===== config.mk =====
export PLATFORM = sky130hd
export DESIGN_NAME = prog_load_ctrl
export DESIGN_NICKNAME = d
export VERILOG_FILES = /design/src/rtl/prog_load_ctrl.sv
export SDC_FILE = /design/constraint.sdc
export NUM_CORES = 1
export LEC_CHECK = 0
export CAP_MARGIN = 20
export CORE_MARGIN = 2
export CORE_UTILIZATION = 35
export CTS_CLUSTER_DIAMETER = 150
export DETAILED_ROUTE_END_ITERATION = 16
export GPL_ROUTABILITY_DRIVEN = 0
export PLACE_DENSITY_LB_ADDON = 0.15
export SYNTH_ARGS = -nofsm -noshare
export SYNTH_HDL_FRONTEND = slang
export SYNTH_SLANG_ARGS = --single-unit

===== constraint.sdc =====
create_clock -name clk -period 3.5 [get_ports clk]
set_input_delay 0.875 -clock clk [delete_from_list [all_inputs] [get_ports clk]]
set_output_delay 0.875 -clock clk [all_outputs]
set_load 0.02 [all_outputs]

===== src/rtl/prog_load_ctrl.sv =====
`timescale 1ns/1ps
`default_nettype none
// ============================================================================
// Module   : prog_load_ctrl
// Purpose  : Loads a program image received over a UART byte stream into
//            program memory, then grants the fetch stage permission to run.
//            Frame: 4-byte little-endian word count N, then N little-endian
//            32-bit words. Written to consecutive word addresses from 0.
// Ports    : clk, reset        - clock, synchronous active-high reset
//            rx_valid, rx_data - received byte strobe and data
//            fetch_addr        - fetch stage byte address (passed to memory
//                                whenever no write is in progress)
//            run_finished      - end-of-program pulse from fetch (RUN only)
//            mem_we/mem_addr/mem_wdata - program memory write port
//            run_flag          - fetch/PC advance permitted
//            load_done         - pulse alongside the final word write
//            load_error        - sticky: bad header length or byte timeout
//            word_count        - words written in the current frame
// Revision : 1.0 - initial release
// ============================================================================
module prog_load_ctrl #(
  parameter int MEM_WORDS      = 1024,
  parameter int TIMEOUT_CYCLES = 1000000
) (
  input  logic        clk,
  input  logic        reset,
  input  logic        rx_valid,
  input  logic [7:0]  rx_data,
  input  logic [31:0] fetch_addr,
  input  logic        run_finished,
  output logic        mem_we,
  output logic [31:0] mem_addr,
  output logic [31:0] mem_wdata,
  output logic        run_flag,
  output logic        load_done,
  output logic        load_error,
  output logic [15:0] word_count
);

  localparam int GAP_W = $clog2(TIMEOUT_CYCLES + 1);

  typedef enum logic [2:0] {
    S_IDLE = 3'd0,
    S_HDR  = 3'd1,
    S_LOAD = 3'd2,
    S_RUN  = 3'd3,
    S_ERR  = 3'd4
  } state_t;

  state_t             r_state;
  state_t             w_state_next;
  logic [31:0]        r_shift;      // little-endian byte assembler
  logic [1:0]         r_byte_cnt;
  logic [15:0]        r_n;          // frame length in words
  logic [GAP_W-1:0]   r_gap;
  logic [31:0]        r_wr_addr;
  logic               r_mem_we;
  logic               r_load_done;
  logic [31:0]        r_mem_wdata;
  logic [15:0]        r_word_count;

  logic               w_in_frame;
  logic [31:0]        w_full;
  logic               w_timeout;
  logic               w_hdr_done;
  logic               w_hdr_bad;
  logic               w_load_accept;
  logic               w_word_done;

  // Bytes arrive LSB first, so shifting in from the top leaves byte k at
  // bits [8k+7:8k] once four bytes have been taken.
  assign w_full        = {rx_data, r_shift[31:8]};
  assign w_in_frame    = (r_state == S_HDR) || (r_state == S_LOAD);
  assign w_timeout     = w_in_frame && !rx_valid &&
                         (r_gap == GAP_W'(TIMEOUT_CYCLES - 1));
  assign w_hdr_done    = (r_state == S_HDR) && rx_valid && (r_byte_cnt == 2'd3);
  assign w_hdr_bad     = (w_full == 32'd0) || (w_full > 32'(MEM_WORDS));
  // Once N words are in, trailing bytes are dropped so word_count never passes N.
  assign w_load_accept = (r_state == S_LOAD) && rx_valid && (r_word_count != r_n);
  assign w_word_done   = w_load_accept && (r_byte_cnt == 2'd3);

  always_ff @(posedge clk) begin
    if (reset) begin
      r_state <= S_IDLE;
    end else begin
      r_state <= w_state_next;
    end
  end

  always_comb begin
    w_state_next = r_state;
    case (r_state)
      S_IDLE: if (rx_valid) w_state_next = S_HDR;
      S_HDR: begin
        if (w_timeout)       w_state_next = S_ERR;
        else if (w_hdr_done) w_state_next = w_hdr_bad ? S_ERR : S_LOAD;
      end
      S_LOAD: begin
        if (w_timeout)        w_state_next = S_ERR;
        else if (r_load_done) w_state_next = S_RUN;
      end
      S_RUN:  if (run_finished) w_state_next = S_IDLE;
      S_ERR:  w_state_next = S_ERR;
      default: w_state_next = S_IDLE;
    endcase
  end

  always_ff @(posedge clk) begin
    if (reset) begin
      r_shift      <= '0;
      r_byte_cnt   <= '0;
      r_n          <= '0;
      r_gap        <= '0;
      r_wr_addr    <= '0;
      r_mem_we     <= 1'b0;
      r_load_done  <= 1'b0;
      r_mem_wdata  <= '0;
      r_word_count <= '0;
    end else begin
      r_mem_we    <= 1'b0;
      r_load_done <= 1'b0;

      if (!w_in_frame || rx_valid) r_gap <= '0;
      else                         r_gap <= r_gap + 1'b1;

      case (r_state)
        S_IDLE: begin
          if (rx_valid) begin
            r_shift    <= w_full;
            r_byte_cnt <= 2'd1;
          end
        end
        S_HDR: begin
          if (rx_valid) begin
            r_shift    <= w_full;
            r_byte_cnt <= r_byte_cnt + 2'd1;
          end
          if (w_hdr_done && !w_hdr_bad) begin
            r_n          <= w_full[15:0];
            r_word_count <= '0;
          end
        end
        S_LOAD: begin
          if (w_load_accept) begin
            r_shift    <= w_full;
            r_byte_cnt <= r_byte_cnt + 2'd1;
          end
          // Write is issued the cycle after the 4th byte; the count steps
          // together with it, so the address uses the pre-increment value.
          if (w_word_done) begin
            r_mem_we     <= 1'b1;
            r_mem_wdata  <= w_full;
            r_wr_addr    <= {14'd0, r_word_count, 2'b00};
            r_word_count <= r_word_count + 16'd1;
            r_load_done  <= ((r_word_count + 16'd1) == r_n);
          end
        end
        default: ;
      endcase
    end
  end

  assign mem_we     = r_mem_we;
  assign mem_addr   = r_mem_we ? r_wr_addr : fetch_addr;
  assign mem_wdata  = r_mem_wdata;
  assign run_flag   = (r_state == S_RUN);
  assign load_done  = r_load_done;
  assign load_error = (r_state == S_ERR);
  assign word_count = r_word_count;

endmodule
`default_nettype wire


# == Word level (Yosys, flattened, before mapping) ==
# Cells that the tools add are included.
# word_totals
regBits,139
in_bits,44
out_inout_bits,84
word_cells,82
# op_classes
n_lt_le_gt_ge,1
n_addsub,3
muxes,20
n_bitwise,2
n_reduce_logical,29
eq_ne,17
# op_table
operator,n
2-to-1 mux 32 bit,3
one-hot mux 32 bit (2 select lines),1
"greater-than comparator 32 x 11 -> 1 bit, second input constant",1
zero test 32 bit,1
2-to-1 mux 16 bit,2
one-hot mux 16 bit (2 select lines),1
2-to-1 mux 3 bit,7
"adder 20 x 1 -> 20 bit, second input constant",1
"== test 20 bit, second input constant",1
"adder 16 x 1 -> 16 bit, second input constant",1
== test 16 bit,1
!= test 16 bit,1
one-hot mux 3 bit (5 select lines),1
"!= test 2 bit, second input constant",5
logical AND 1 bit,8
AND reduction 4 bit,2
"== test 3 x 2 -> 1 bit, second input constant",2
2-to-1 mux 2 bit,3
"!= test 3 bit, second input constant",2
one-hot mux 2 bit (3 select lines),1
AND reduction 3 bit,2
OR reduction 2 bit,3
"!= test 2 x 1 -> 1 bit, second input constant",2
AND reduction 2 bit,2
12 further kinds,18

# == Logic depth before layout (Yosys ltp) ==
# depth
ltp_word,6
mapped_depth,9
depth_no_buf,7

# == Worst setup path after synthesis ==
# No wires, ideal clock.
# synth_path
path_kind,input port to flip-flop
start,input port rx_data[4]
end,register r_n[10]
path_buffers,1
t_arrival_ns,2.708
setup_time_ns,0.128
required_time_ns,3.372
setup_slack_ns,0.665
path_stages,6
path_cell_list,or4_1 -> nor4_1 -> nand3_1 -> clkbuf_1 -> mux2i_1 -> nor2_1
# synth_via
elab_chain_cells,5
word_cells_on_any_way,6
cone_classes,order compare (1); reduce/logical (5)
# synth_lines
item,line,rtl
start: declaration,28,"input logic [7:0] rx_data,"
greater-than comparator 32 x 11 -> 1 bit / zero test 32 bit (equally long branches),77,assign w_hdr_bad = (w_full == 32'd0) || (w_full > 32'(MEM_WORDS));
logical OR 1 bit *,77,
zero test 1 bit *,138,if (w_hdr_done && !w_hdr_bad) begin
logical AND 1 bit *,138,
AND reduction 2 bit (no line) *,n/a,
end signal: assignment,139,r_n <= w_full[15:0];
end: declaration,54,logic [15:0] r_n;
# Mark *: on every way between the ends. The rest lies on a longest branch, timed or not.
# A chain may end at the register's enable or synchronous reset.

# == Worst setup path in the final report ==
# layout_path
start,input port fetch_addr[1]
end,output port mem_addr[1]
# layout_via
elab_chain_cells,1
# layout_lines
item,line,rtl
start: declaration,29,"input logic [31:0] fetch_addr,"
2-to-1 mux 32 bit,164,assign mem_addr = r_mem_we ? r_wr_addr : fetch_addr;
end: declaration,32,"output logic [31:0] mem_addr,"
# Every way passes these cells.

==> impl_metrics.sql <==
INSERT INTO impl_metrics (metric_group, metric, value, unit) VALUES
('status', 'run_status', 'finished, final reports clean', ''),
('critical_path', 'timing.critical_path.max_delay_family', 'buffers and inverters', ''),
('clock_tree', 'post_cts_hold_buffer_count', '0', ''),
('critical_path', 'worst_path_max_delay_cell', 'sky130_fd_sc_hd__clkdlybuf4s50_1', ''),
('sta', 'timing.clock.skew', '0.00714', 'ns'),
('cells_and_area', 'layout.core_utilization', '0.484', ''),
('logic_synthesis', 'postSynthNetCount', '769', ''),
('power', 'powerDensity', '470', 'nW/um^2'),
('sta', 'max_slew_margin_vs_limit', '0.534', ''),
('power', 'leakage', '3.06', 'nW'),
('logic_synthesis', 'netlist-cell-type-count', '45', ''),
('global_route', 'via_count_of_the_first_global_routing_pass', '5411', ''),
('sta', 'max_freq', '338', 'MHz'),
('critical_path', 'timing.critical_path.fanout_max', '1', ''),
('floorplanning', 'core_area', '17100', 'sq um'),
('logic_synthesis', 'post-synth-top-count-cell', 'sky130_fd_sc_hd__dfxtp_1', ''),
('clock_tree', 'clkSinkCount', '131', ''),
('global_route', 'grt_overflow', '0', ''),
('critical_path', 'cp.arrival', '2.08', 'ns'),
('logic_synthesis', 'post_synthesis_average_cell_area', '8.37', 'sq um'),
('detailed_routing', 'via_count_normalized_by_instance_count', '5.09', ''),
('logic_synthesis', 'synth_enable_flop_cells', '0', ''),
('cells_and_area', 'fin_nets', '887', ''),
('logic_synthesis', 'synthTopCellsByCount', 'sky130_fd_sc_hd__dfxtp_1, sky130_fd_sc_hd__nand2_1, sky130_fd_sc_hd__a21oi_1', ''),
('critical_path', 'path_cells', 'clkdlybuf4s50_1 > nor2b_1 > clkdlybuf4s50_1', ''),
('critical_path', 'worstSetupStartpointType', 'input port', ''),
('placement', 'io_buffers', '127', ''),
('floorplanning', 'io_pins', '128', ''),
('clock_tree', 'cts.htree.levels', '4', ''),
('power', 'max-vdd-ir-drop', '306', 'uV'),
('global_route', 'grt_antenna_before_repair', '0', ''),
('power', 'finalPower', '3.90', 'mW'),
('sta', 'final_max_slew_viol_count', '0', ''),
('sta', 'post-route-period-util', '0.845', ''),
('sta', 'rsz0062_at_grt', 'false', ''),
('critical_path', 'r2r_cells', '8', ''),
('placement', 'detailed_place_hpwl', '11500', 'um'),
('detailed_routing', 'ant_nets', '0', ''),
('clock_tree', 'clkLatencyLatePin', '0.41', 'ns'),
('cells_and_area', 'antenna_cells', '0', ''),
('clock_tree', 'cts-buffers-inserted', '17', ''),
('floorplanning', 'design.die.area', '18300', 'sq um'),
('critical_path', 'worstPathBufferInverterCount', '2', ''),
('logic_synthesis', 'syn-instance-count', '722', ''),
('global_route', 'maximum_number_of_pins_on_one_net_before_global_route_repair', '52', ''),
('critical_path', 'critical_path_depth', '3', ''),
('global_route', 'global_route_wire_length_before_repair', '26300', 'um'),
('sta', 'worst_slew_pin_slew', '0.693', 'ns'),
('worst_hold_path', 'whs_path_depth', '2', ''),
('job', 'maxCapViolCount', '0', ''),
('clock_tree', 'cts_repair_resize_count', '0', ''),
('critical_path', 'cp.required', '2.62', 'ns'),
('cells_and_area', 'multi_input_area', '3200', 'sq um'),
('detailed_routing', 'drt-wirelength-per-cell', '14.9', 'um'),
('critical_path', 'crit_path_most_repeated_cell', 'sky130_fd_sc_hd__clkdlybuf4s50_1', ''),
('sta', 'hold_violations', '0', ''),
('floorplanning', 'fp.dieH', '135', 'um'),
('logic_synthesis', 'post_synth_main_area_contributors', 'sky130_fd_sc_hd__dfxtp_1, sky130_fd_sc_hd__nand2_1, sky130_fd_sc_hd__a21oi_1', ''),
('detailed_routing', 'wirelength', '16100', 'um'),
('logic_synthesis', 'synth-async-reset-ratio', '0', ''),
('logic_synthesis', 'yosys_warnings', '0', ''),
('logic_synthesis', 'yosys_most_used_dff', 'sky130_fd_sc_hd__dfxtp_1', ''),
('clock_tree', 'clock_path_buffers', '2', ''),
('detailed_routing', 'detailedRoute.firstPassIterationCount', '7', ''),
('detailed_routing', 'drc_errors', '0', ''),
('logic_synthesis', 'synth.largest_area_cell', 'sky130_fd_sc_hd__dfxtp_1', ''),
('logic_synthesis', 'synth_seq_cells', '131', ''),
('detailed_routing', 'drt-initial-drc-count', '279', ''),
('detailed_routing', 'via_count', '5488', ''),
('cells_and_area', 'layout-drive-gt1-share', '0.0832', ''),
('clock_tree', 'post_cts.repair.setup_buffers', '0', '');
==> final timing paths <==
check	from	to	slack, ns
worst max-delay path	fetch_addr[1]	mem_addr[1]	0.54
worst min-delay path	r_wr_addr[8]$_SDFFE_PP0P_	r_wr_addr[8]$_SDFFE_PP0P_	0.45
worst max register to register	word_count[3]$_SDFFE_PP0P_	word_count[8]$_SDFFE_PP0P_	0.89
worst min register to register	r_wr_addr[8]$_SDFFE_PP0P_	r_wr_addr[8]$_SDFFE_PP0P_	0.45
==> state kept, by name (all words and copies together) (netlist names) <==
name,flops
mem_wdata,32
r_shift,24
r_gap,20
r_n,16
r_wr_addr,16
word_count,16
r_state,3
r_byte_cnt,2
load_done,1
mem_we,1
==> area by class of cell <==
cell class,count,area share
multi-input cells,533,0.386
flip-flops and latches,131,0.316
repair buffers,147,0.174
clock buffers,20,0.0551
well taps,225,0.0340
clock inverters,12,0.0300
inverters,10,0.00453
==> where the power goes <==
group,internal (mW),switching [mW]
Sequential,1.51,0.0217
Clock,1.45,0.663
Combinational,0.129,0.120
Total,3.09,0.805
==> logic make-up after synthesis <==
kind of cell,count (synthesis),share of synthesized area
simple gates,336,0.281
xor+xnor,48,0.0695
mux,43,0.0745
flops,131,0.434
compound gates,103,0.0935
fa+ha+maj,3,0.00621
buf+inv,58,0.0412
==> worst reg2reg max path, cell delays in order, from the launching register on <==
cell	delay (ns)
sky130_fd_sc_hd__dfxtp_1	0.52
sky130_fd_sc_hd__xnor2_1	0.22
sky130_fd_sc_hd__nand2_1	0.12
sky130_fd_sc_hd__or4_1	0.56
sky130_fd_sc_hd__o21ai_4	0.25
sky130_fd_sc_hd__buf_12	0.25
sky130_fd_sc_hd__buf_4	0.33
sky130_fd_sc_hd__nand3_1	0.12
sky130_fd_sc_hd__a31oi_1	0.18
==> layer usage <==
metal | part of all wire | track usage | up-vias | routed length [um]
li1 | - | - | 2729 | -
met1 | 0.42 | 0.214 | 2559 | 6840
met2 | 0.49 | 0.308 | 176 | 7960
met3 | 0.061 | 0.0438 | 24 | 981
met4 | 0.020 | 0.0735 | 0 | 329
met5 | 0 | 0 | - | 0
==> placed cells by master (no fill, tap or decap), drive strengths merged, types with 5 or more instances in the layout <==
cell type,netlist,layout
a31oi,9,9
buf,11,21
dfxtp,131,131
inv,10,12
mux2,16,16
o21ai,22,22
nand4b,11,11
nand4,11,11
clkbuf,37,20
nor2,45,45
a21oi,59,59
nor3,9,9
nor4,12,12
mux2i,27,27
nand2b,26,26
nor2b,18,18
and2,7,7
xor2,25,25
and4,6,6
and3,15,15
or4,5,5
clkdlybuf4s50,0,126
bufinv,0,7
nand3,36,36
or3,10,10
nand2,118,118
xnor2,23,23
==> through the flow <==
stage	setup WS (ns)	cells	cell area [sq um]	hold WS (ns)
CTS	0.376	1077	8270	0.454
floorplan	0.665	722	6050	0.430
global route	0.491	1078	8290	0.472
detailed placement	0.174	1045	7560	0.445
finish	0.543	1078	8290	0.451
global placement	0.180	1045	7560	0.444
Note: power is estimated with default switching activity, not from simulation.
